$ cat src/rtl/lifo_stack.sv
// Decoupled-handshake LIFO with optional overwrite-on-full (circular return-address stack).
// DEPTH must be >= 2 and need not be a power of two; top index wraps modulo DEPTH.
module lifo_stack #(
    parameter type         data_t    = logic [31:0],
    parameter int unsigned DEPTH     = 4,
    parameter bit          OVERWRITE = 1'b0
) (
    input  logic                         clk,
    input  logic                         rst,
    input  logic                         push_valid,
    output logic                         push_ready,
    input  data_t                        push_data,
    output logic                         pop_valid,
    input  logic                         pop_ready,
    output data_t                        pop_data,
    input  logic                         flush,
    output logic [$clog2(DEPTH+1)-1:0]   count,
    output logic                         full,
    output logic                         empty
);

    localparam int unsigned TW = $clog2(DEPTH);
    localparam int unsigned CW = $clog2(DEPTH + 1);

    logic [TW-1:0] top;
    logic [TW-1:0] top_m1;
    logic [TW-1:0] top_p1;
    logic [TW-1:0] wr_idx;
    logic          push_fire;
    logic          pop_fire;
    data_t         store [DEPTH];

    // Modulo-DEPTH neighbours of the free-slot index
    assign top_m1 = (top == '0) ? TW'(DEPTH - 1) : top - TW'(1);
    assign top_p1 = (top == TW'(DEPTH - 1)) ? '0 : top + TW'(1);

    assign full       = (count == CW'(DEPTH));
    assign empty      = (count == '0);
    assign pop_valid  = !empty && !flush;
    assign pop_data   = store[top_m1];
    assign pop_fire   = pop_valid && pop_ready;
    assign push_ready = !flush && (!full || OVERWRITE || pop_fire);
    assign push_fire  = push_valid && push_ready;

    // Simultaneous push/pop replaces the current top in place
    assign wr_idx = pop_fire ? top_m1 : top;

    always_ff @(posedge clk) begin
        if (!rst) begin
            top   <= '0;
            count <= '0;
        end else if (flush) begin
            count <= '0;
        end else if (push_fire && !pop_fire) begin
            top   <= top_p1;
            count <= full ? count : count + CW'(1);
        end else if (pop_fire && !push_fire) begin
            top   <= top_m1;
            count <= count - CW'(1);
        end
    end

    // Storage is deliberately left unreset
    always_ff @(posedge clk) begin
        if (rst && push_fire) begin
            store[wr_idx] <= push_data;
        end
    end

endmodule

$ cat config.mk
export PLATFORM = sky130hd
export DESIGN_NAME = lifo_stack
export DESIGN_NICKNAME = d
export VERILOG_FILES = /design/src/rtl/lifo_stack.sv
export SDC_FILE = /design/constraint.sdc
export NUM_CORES = 1
export LEC_CHECK = 0
export ABC_CLOCK_PERIOD_IN_PS = 4400
export BUFFER_PORTS_ARGS = -buffer_cell sky130_fd_sc_hd__buf_2
export CORE_ASPECT_RATIO = 1.1
export CORE_MARGIN = 2
export CORE_UTILIZATION = 45
export CTS_CLUSTER_DIAMETER = 80
export DETAILED_ROUTE_END_ITERATION = 12
export PLACE_DENSITY_LB_ADDON = 0.2
export SLEW_MARGIN = 20
export SYNTH_ARGS = -nofsm -noshare
export SYNTH_HDL_FRONTEND = slang
export SYNTH_SLANG_ARGS = --single-unit
$ cat constraint.sdc
create_clock -name clk -period 4.4 [get_ports clk]
set_input_delay 0.66 -clock clk [delete_from_list [all_inputs] [get_ports clk]]
set_output_delay 0.66 -clock clk [all_outputs]
set_load 0.02 [all_outputs]
Word level (Yosys, flattened, before mapping):

Memories as Yosys holds them, arrays and structs flattened.
Index checks and enable logic that the tools add are counted.

* add/sub/neg operators: 4
* equality and inequality tests: 3
* multiplexer cells: 10
* bitwise logic cells: 2
* reductions and logical operators: 19

Operator list (number)
* $mux 2: 5
* $mux 3: 3
* $logic_and 1x1->1: 7
* $logic_not 1->1: 5
* $reduce_and 2->1: 2
* $add 3x1->3 const B: 1
* $eq 3x3->1 const B: 1
* $logic_not 3->1: 1
* $sub 3x1->3 const B: 1
* $add 2x1->2 const B: 1
* $eq 2x2->1 const B: 1
* $logic_not 2->1: 1
* $mux 1: 2
* $ne 2x2->1 const B: 1
* $not 1->1: 2
* $reduce_bool 2->1: 1
* $reduce_or 2->1: 1
* $sub 2x1->2 const B: 1
* $logic_or 1x1->1: 1

* register bits: 5
* RAM bits: 128
* word-level logic and storage cells: 41
* memories: 1

Memory list
* store: words 4, bits a word 32, read ports 1, clocked after memory_dff 0, wr ports 1, line 31 `data_t store [DEPTH];`

Depth between registers and ports, before layout:

* word-level depth: 11
* mapped depth: 11
* mapped depth without buffers: 9

Least setup slack after synthesis:

Ideal clock, no wire load.

* path type: flip-flop to flip-flop
* start: register top[0]
* end: memory store[2][0] in the netlist's numbering, enable pin
* library setup time: 0.432 ns
* arrival time: 3.277 ns
* required time: 3.968 ns
* slack: 0.691 ns
* cell stages (with the launch flop): 7
* path buffers: 2
* period minus slack after synthesis: 3.709 ns
* path through: dfxtp_1 > buf_2 > inv_1 > ha_1 > clkbuf_1 > or4_1 > a21oi_1

* cells in the longest elaborated chain, start to end: 3

Ends and longest elaborated chain
* start, declared: line 25 `logic [TW-1:0] top;`
* start signal, assigned: line 55 `top <= top_p1;`
* start signal, assigned: line 58 `top <= top_m1;`
* $sub 2x1->2 or $logic_not 2->1 (tied branches): line 34 `assign top_m1 = (top == '0) ? TW'(DEPTH - 1) : top - TW'(1);`
* $mux 2: line 34
* $mux 2 (*): line 46 `assign wr_idx = pop_fire ? top_m1 : top;`
* end, declared: line 31

Every way passes the cells marked *; elsewhere a longest branch is shown, timed or not.

==> flow_summary.ini <==
[grt]
grt_pass1_wl_um = 15300
grt_start_max_net_pins = 33
overflow = 0
antenna_found_initial = 0
grt.total_usage = 0.168
grt_pass1_vias = 2912

[die]
initial_utilization = 0.460
io_pins = 76
rows = 41
fp.dieH_um = 117
coreArea_um2 = 11400
die_area_um2 = 12500
die_x_um = 107

[power]
share_comb_of_total_power = 0.079
switching_share = 0.226
vdd_drop_max_uv = 322
power_switching_mw = 0.678
power_frac_clock = 0.451
p_seq_frac = 0.470
intPower_mw = 2.33
p_total_mw = 3.01
p_leak_nw = 2.19
pwr_density_cell_nw_per_um2 = 470

[synth]
syn-num-nets = 331
ys_warn_count = 0
synth-edff-count = 128
synth.avg_cell_area_um2 = 18.1
async_flop_share = 0
mappedNetlistArea_um2 = 5240
ys_seq_elements = 133
yosysSeqAreaShare = 0.753
synth_ff_type = edfxtp_1
synthTopCellsByArea = edfxtp_1 73%, mux4_2 8.2%, a211oi_1 2.3%
synth_top_area_frac = 0.734
synth_top_area_cell = edfxtp_1
syn-instance-count = 289
ys_types = 33

[timing]
setup_tns_ns = 0
drv_slew = 0
maxSlewHeadroom = 0.430
finalHoldViolCount = 0
finalClockSkew_ns = 0.0142
finalWorstSetupSlack_ns = 0.812
holdWs_ns = 0.463
setup_violations = 0
period_minus_slack_ns = 3.59
fmax_mhz = 279
worst_slew_pin_slew_ns = 0.853
rsz0062_at_grt = false
finalCritPeriodShare = 0.815

[final_layout]
final_common_cell = edfxtp_1
stdcell_count = 539
design_area_um2 = 6400
mostFrequentLayoutCells = 128 x edfxtp_1, 75 x buf_2, 26 x nand2_1
fin_util = 0.562
syn_to_final_growth_pct = 22.3
n_antenna_cell = 0
fin_nets = 418
drive_gt1_frac = 0.370

[place]
io_buffers = 75
place_inst = 507
pre_cts_ws_ns = 1.14
dp_hpwl_um = 6110
place_congestion = 0.720
dpl_cell_area_um2 = 5820

[detailed_routing]
ant_nets = 0
drt_iter0_markers = 169
vias_per_cell = 5.18
dr.pass1.iters = 4
drcViolationCount = 0
wire_per_inst_um = 17.9
routed_wirelength_um = 9630
dr_total_vias = 2794

[clocking]
clock_latency_ns = 0.41
cts.clk_slew.worst_paths_ns = 0.06
cts_tree = yes
clock_path_buffers = 2
cts_buffers = 17
post_cts_buffers = 0
root_buffer = clkbuf_16
cts_sinks = 133
h-tree-depth = 4
cts_hold_buf = 0
cts.repair.resized = 0

[critical_path]
critical_path_required_ns = 3.74
path_max_fanout = 32
slowest_delay_ns = 0.78
cp_slowest_cell = nor2b_4
crit_family = buffers and inverters
critPathCaptureType = primary output
cp_num_buf_inv = 3
crit_type = flop to primary output
path_common_cell = buf_4
critPathArrivalTime_ns = 2.93
worst_setup_path_start_kind = flop
crit_chain = buf_4 > nor2b_4 > buf_4 > mux4_2 > buf_2
rrSetupSlack_ns = 1.16

[status]
outcome = finished, final reports clean

[flow_run]
cap_violations = 0

[hold_path]
hold_class = input pin to flop
[synth_stat cells (3+ instances only)]
master    instances
a211oi_1         16
buf_6             5
nand2_1          26
buf_2             4
nand2b_1          3
edfxtp_1        128
mux4_2           19
o211ai_1          4
inv_1             7
ha_1              4
a21oi_1           6
or4_1             4
nor2_1            5
clkbuf_1          6
a31oi_1          13
nor2b_1          17
dfxtp_1           5
[sequential cells by signal (all words and copies together), names as in the netlist]
name,cells
count,3
store,128
top,2
[worst register-to-register path: cells and delay by family (launching register included)]
kind / cells / cell delay (ns)
adder cells (fa/ha/maj): 1 / 0.62
buffers and inverters: 3 / 0.69
AND/OR/NAND/NOR: 1 / 0.61
flip-flops: 1 / 0.39
AO/OA/AOI/OAI: 1 / 0.62
[cell type report]
| class | count | area (um^2) |
|---|---|---|
| Multi-Input combinational cell | 133 | 1220 |
| Inverter | 7 | 26.3 |
| Sequential cell | 133 | 3940 |
| Tap cell | 150 | 188 |
| Clock inverter | 15 | 156 |
| Fill cell | 914 | 4990 |
| Clock buffer | 17 | 425 |
| Timing Repair Buffer | 84 | 443 |
[final timing paths]
check,startpoint,endpoint,depth (start not counted)
min reg2reg,count[2],count[2],1
max reg2reg,top[1],store[1][31],6
min,push_data[15],store[3][15],1
max,top[0],pop_data[14],5
[kinds of logic after synthesis]
group,after synthesis,share of synthesized area
xor+xnor,1,0.00167
flops,133,0.753
simple gates,64,0.0672
compound gates,43,0.0562
mux,20,0.0837
fa+ha+maj,5,0.0134
buf+inv,23,0.0246
[metal layers]
metal,vias up,track usage,share of wire
met5,-,0,0
met4,0,0.0571,0.012
met3,10,0.0626,0.050
met2,65,0.284,0.50
met1,1394,0.203,0.44
li1,1325,-,-
[power groups by stage]
| stage | combinational (mW) | clock, mW | sequential [mW] |
|---|---|---|---|
| final | 0.236 | 1.36 | 1.41 |
| after global routing | 0.258 | 1.44 | 1.42 |
| after CTS | 0.240 | 1.38 | 1.41 |
| after detailed placement | 0.239 | 0 | 1.44 |
| after global placement | 0.237 | 0 | 1.44 |
| after floorplan | 0.145 | 0 | 1.44 |
Note: power is estimated with default switching activity, not from simulation.
